--- src/rtl/shift_register_pipe_pkg.sv ---
// Shared constants and helpers for the shift_register_pipe delay line.
package shift_register_pipe_pkg;

    localparam int DEFAULT_WIDTH = 8;
    localparam int DEFAULT_DEPTH = 4;

    function automatic int fill_width(input int depth);
        return $clog2(depth + 1);
    endfunction

endpackage

--- src/rtl/shift_register_pipe_stage.sv ---
// One data+valid register of the pipe: CE shifts, CLR and reset load INIT.
module shift_register_pipe_stage #(
    parameter int               WIDTH = 8,
    parameter logic [WIDTH-1:0] INIT  = '0
) (
    input  logic             CLK,
    input  logic             ASYNCRESET,
    input  logic             CE,
    input  logic             CLR,
    input  logic [WIDTH-1:0] d,
    input  logic             d_valid,
    output logic [WIDTH-1:0] q,
    output logic             q_valid
);

    always_ff @(posedge CLK or posedge ASYNCRESET) begin
        if (ASYNCRESET) begin
            q       <= INIT;
            q_valid <= 1'b0;
        end else if (CLR) begin
            q       <= INIT;
            q_valid <= 1'b0;
        end else if (CE) begin
            q       <= d;
            q_valid <= d_valid;
        end
    end

endmodule

--- src/rtl/shift_register_pipe.sv ---
// Enable-gated WIDTH x DEPTH delay line with valid tracking and fill count.
// Define SHIFT_REGISTER_PIPE_TAPS_EN to expose every stage on taps/tap_valid.
module shift_register_pipe
    import shift_register_pipe_pkg::*;
#(
    parameter int               WIDTH = DEFAULT_WIDTH,
    parameter int               DEPTH = DEFAULT_DEPTH,
    parameter logic [WIDTH-1:0] INIT  = '0
) (
    input  logic                             CLK,
    input  logic                             ASYNCRESET,
    input  logic                             CE,
    input  logic                             CLR,
    input  logic [WIDTH-1:0]                 I,
    input  logic                             I_valid,
    output logic [WIDTH-1:0]                 O,
    output logic                             O_valid,
    output logic [fill_width(DEPTH)-1:0]     fill,
    output logic                             full
`ifdef SHIFT_REGISTER_PIPE_TAPS_EN
    ,
    output logic [DEPTH*WIDTH-1:0]           taps,
    output logic [DEPTH-1:0]                 tap_valid
`endif
);

    localparam int FW = fill_width(DEPTH);

    logic [WIDTH-1:0] data [DEPTH];
    logic [DEPTH-1:0] vld;
    logic [FW-1:0]    fill_q;
    logic [FW-1:0]    fill_n;
    logic             full_q;

    for (genvar k = 0; k < DEPTH; k++) begin : g_stage
        if (k == 0) begin : g_head
            shift_register_pipe_stage #(
                .WIDTH (WIDTH),
                .INIT  (INIT)
            ) u_stage (
                .CLK        (CLK),
                .ASYNCRESET (ASYNCRESET),
                .CE         (CE),
                .CLR        (CLR),
                .d          (I),
                .d_valid    (I_valid),
                .q          (data[k]),
                .q_valid    (vld[k])
            );
        end else begin : g_body
            shift_register_pipe_stage #(
                .WIDTH (WIDTH),
                .INIT  (INIT)
            ) u_stage (
                .CLK        (CLK),
                .ASYNCRESET (ASYNCRESET),
                .CE         (CE),
                .CLR        (CLR),
                .d          (data[k-1]),
                .d_valid    (vld[k-1]),
                .q          (data[k]),
                .q_valid    (vld[k])
            );
        end
`ifdef SHIFT_REGISTER_PIPE_TAPS_EN
        assign taps[k*WIDTH +: WIDTH] = data[k];
`endif
    end

`ifdef SHIFT_REGISTER_PIPE_TAPS_EN
    assign tap_valid = vld;
`endif

    // Incremental count: one in and one out in the same cycle leaves it unchanged.
    always_comb begin
        fill_n = fill_q;
        if (I_valid && !vld[DEPTH-1]) begin
            fill_n = fill_q + FW'(1);
        end else if (!I_valid && vld[DEPTH-1]) begin
            fill_n = fill_q - FW'(1);
        end
    end

    always_ff @(posedge CLK or posedge ASYNCRESET) begin
        if (ASYNCRESET) begin
            fill_q <= '0;
            full_q <= 1'b0;
        end else if (CLR) begin
            fill_q <= '0;
            full_q <= 1'b0;
        end else if (CE) begin
            fill_q <= fill_n;
            full_q <= (fill_n == FW'(DEPTH));
        end
    end

    assign O       = data[DEPTH-1];
    assign O_valid = vld[DEPTH-1];
    assign fill    = fill_q;
    assign full    = full_q;

endmodule

--- config.mk ---
export PLATFORM = sky130hd
export DESIGN_NAME = shift_register_pipe
export DESIGN_NICKNAME = d
export VERILOG_FILES = /design/src/rtl/shift_register_pipe_pkg.sv /design/src/rtl/shift_register_pipe_stage.sv /design/src/rtl/shift_register_pipe.sv
export SDC_FILE = /design/constraint.sdc
export NUM_CORES = 1
export LEC_CHECK = 0
export CAP_MARGIN = 20
export CORE_MARGIN = 2
export CORE_UTILIZATION = 48
export CTS_CLUSTER_DIAMETER = 80
export DETAILED_ROUTE_END_ITERATION = 8
export GPL_TIMING_DRIVEN = 0
export PLACE_DENSITY = 0.8
export SYNTH_ARGS = -nofsm -noshare
export SYNTH_HDL_FRONTEND = slang
export SYNTH_SLANG_ARGS = --single-unit
--- constraint.sdc ---
create_clock -name CLK -period 1.6 [get_ports CLK]
set_clock_uncertainty 0.05 [all_clocks]
set_input_delay 0.48 -clock CLK [delete_from_list [all_inputs] [get_ports CLK]]
set_output_delay 0.48 -clock CLK [all_outputs]
set_load 0.005 [all_outputs]
==> summary.txt <==
Synth
  • Post-synthesis cell area: between 1500 and 2000 sq um
  • Adder-cell share of the synthesized area: between 1 and 1.5%
  • Leading area contributor after synthesis: dfrtp_1
  • Count leader, synth: nor2_1
  • Yosys warnings: 0
  • Post-synthesis sequential area ratio: a little over half
  • Ys flop type: dfrtp_1
  • Post-synthesis register bit count: 40
  • Yosys top cell area share: 54.68%
  • Post-synth top cells: nor2_1, dfrtp_1, mux2i_1, buf_4, buf_2
  • EDFF count, synth: 0
  • Mux cell area share after synthesis: between 10% and 20%
  • Largest family of logic cells by synthesized area: multiplexers
  • Unique masters post-synth: 27
  • Mapped Avg Cell Area: 11.23 sq um
  • Top post-synthesis cells by area: dfrtp_1, mux2i_1, nor2_1
  • Post-synthesis simple-gate area fraction: a little under an eighth
  • XOR/XNOR share of the synthesized area: under 10%
  • Synth Instances: 163
  • Compound-Gate Fraction of Synth Area: around 3.3%
  • Asr flop ratio synth: 100.0%
  • Syn nets: approximately 180

Timing
  • Final worst slack: -0.08792 ns
  • Final Cycle Share: 105.5%
  • Fmax achieved: between 0.5 and 0.6 GHz
  • Final Critical Period: between 1.5 and 2 ns
  • Final setup violation count: 1
  • RSZ-0062 raised after global routing: yes
  • Slew Viols, Final: 0
  • Setup total negative slack: -0.08792 ns
  • Slew Limit Headroom: a little over two fifths
  • Final hold slack: between 0.4 and 0.5 ns
  • Fin. Hold Viols: 0
  • Worst-Margin Slew: ~0.87 ns

Min path
  • Hold Path Class: reg2reg
  • Hold path depth: 2
  • Hold endpoint: g_stage[2].g_body.u_stage.q[1]
  • Hold Path Origin: g_stage[2].g_body.u_stage.q[1]

Clocking
  • CTS max path bufs: 2
  • CTS Sinks: 40
  • Worst-Skew Late Latency: 0.30 ns
  • Worst-path clk slew: 0.07 ns
  • Inserted Clock Buffers: 5
  • CTS tree: done
  • Root buf cell: clkbuf_8
  • H-tree levels: 2
  • Hold buffers post-CTS: 0

Detailed routing
  • Routed WL: 4.086 mm
  • Drt wl/cell: 15.25 microns
  • Drt via density: just over 5
  • Via Count: roughly 1400
  • Drt drc: 0
  • Antenna Nets Post-Route: 0
  • Initial DRT Pass Iterations: 4
  • 1st-iter DRT viols: 67

Placement
  • DP Worst Slack: -0.3634 ns
  • Port Buffers: 24
  • Dpl cell area: roughly 2200 sq um
  • Final GP Congestion: between 0.7 and 0.8
  • Placed insts: 236
  • DP HPWL: about 2.4 mm

Setup path
  • Capturing point of the worst reg2reg path: full
  • Type of element launching the critical path: flip-flop
  • CP Launch Point: fill[1]
  • Worst r2r path cells: 7
  • FF-to-FF Start: fill[1]
  • Worst EP arrival: between 1.5 and 2 ns
  • CP Capture Type: flip-flop
  • Required time worst endpoint: approximately 1.8 ns
  • Critical path type: reg2reg
  • Critical path peak fanout: 3
  • Reg-to-reg slack, setup: -0.09 ns

Floorplanning
  • DIE HEIGHT: 65.76 microns
  • Core Area: between 3000 and 4000 sq um
  • Site row count: 22
  • Die X: about 66 microns
  • # IOs: 26
  • Die area: around 4300 sq um
  • Initial Util: between 50% and 60%

Layout
  • Final non-filler cell area: between 2000 and 3000 sq um
  • Area grow syn2layout: 40.46%
  • Ratio of cells with drive above 1 in the final layout: just under 30%
  • Ant diodes: 0
  • Nets: 234
  • Non-Filler Instances: 268

Status
  • Status: complete, but fails checks
  • Failing checks: negative setup slack

Power and ir drop
  • Pwr dens: 880.9 nW/um^2
  • Max VDD drop: roughly 580 uV
  • Static Leak: ~1.3 nW

Global route
  • Largest net degree at the start of global routing: 22
  • Initial antenna violation count: 0
  • Total grt overflow: 0
  • Total global-route track usage: 21.01%
  • Vias in the first global route: between 1000 and 1500
  • First-pass GRT wire length: 6.630 mm

Run
  • MaxCap Viol Count: 0
## power breakdown
group,internal [W],switching (W)
registers,0.00104,0.0000189
clock network,0.000550,0.000346
logic,0.000156,0.000155
## cell type report
cell class,instances,area (sq um)
Fill cell,256,1090
Sequential cell,40,1001
Multi-Input combinational cell,100,775.7
Timing Repair Buffer,49,460.4
Buffer,19,125.1
Clock buffer,7,96.34
Tap cell,48,60.06
Clock inverter,1,30.03
Inverter,4,22.52
## routing by layer
metal	GRT usage, %	part of all wire (%)
met1	26.03	43
met2	33.96	49
met3	6.336	4.1
met4	9.115	3.4
met5	0	0
## cells in the final DEF (no fill, tap or decap), drive strengths merged, types with 4 or more instances in the layout
cell and instances:
buf 42, clkbuf 9, dlygate4sd2 5, mux2i 36
clkdlybuf4s50 10, inv 4, dfrtp 40, nor2 42
clkdlybuf4s15 9
## cell families (layout without fill, tap and decap cells)
group	after synthesis	in the layout
compound gates	8	8
fa+ha+maj	2	2
flops	40	40
buf+inv	23	80
xor+xnor	4	4
mux	36	36
simple gates	50	50
## repair_timing
action,in CTS,in global routing
setup buffers,18,8
resized for setup,28,21
pin swaps,8,9
endpoints found under the setup margin,24,10
gates cloned,0,0
## state kept, by name (all words and copies together), names as in the netlist
name,count
g_stage.g_head.u_stage.q,8
g_stage.g_body.u_stage.q_valid,3
g_stage.g_head.u_stage.q_valid,1
full,1
g_stage.g_body.u_stage.q,24
fill,3
## metrics by stage
step,utilization [%],total power [W]
final,70.23,0.002265
after global routing,70.23,0.002361
after floorplan,-,0.001215
after global placement,58.20,0.001280
after CTS,66.78,0.002231
after detailed placement,58.95,0.001301
## how the worst max path moves through the flow
stage                          to  slack, ns  cells after the start
after floorplan              full     0.0009                      6
after global routing         full      -0.11                      7
after global placement    fill[2]      -0.56                      2
after detailed placement     full      -0.36                      5
after CTS                    full      -0.07                      8
final                        full      -0.09                      7
## worst max-delay path, stage by stage, from the launching register on
cell and delay, ns:
dfrtp_1 0.39, buf_6 0.12, inv_4 0.03, ha_4 0.27
inv_2 0.04, or3_4 0.34, a31oi_4 0.18, a32o_1 0.19
Power figures use the tool's default switching activity.
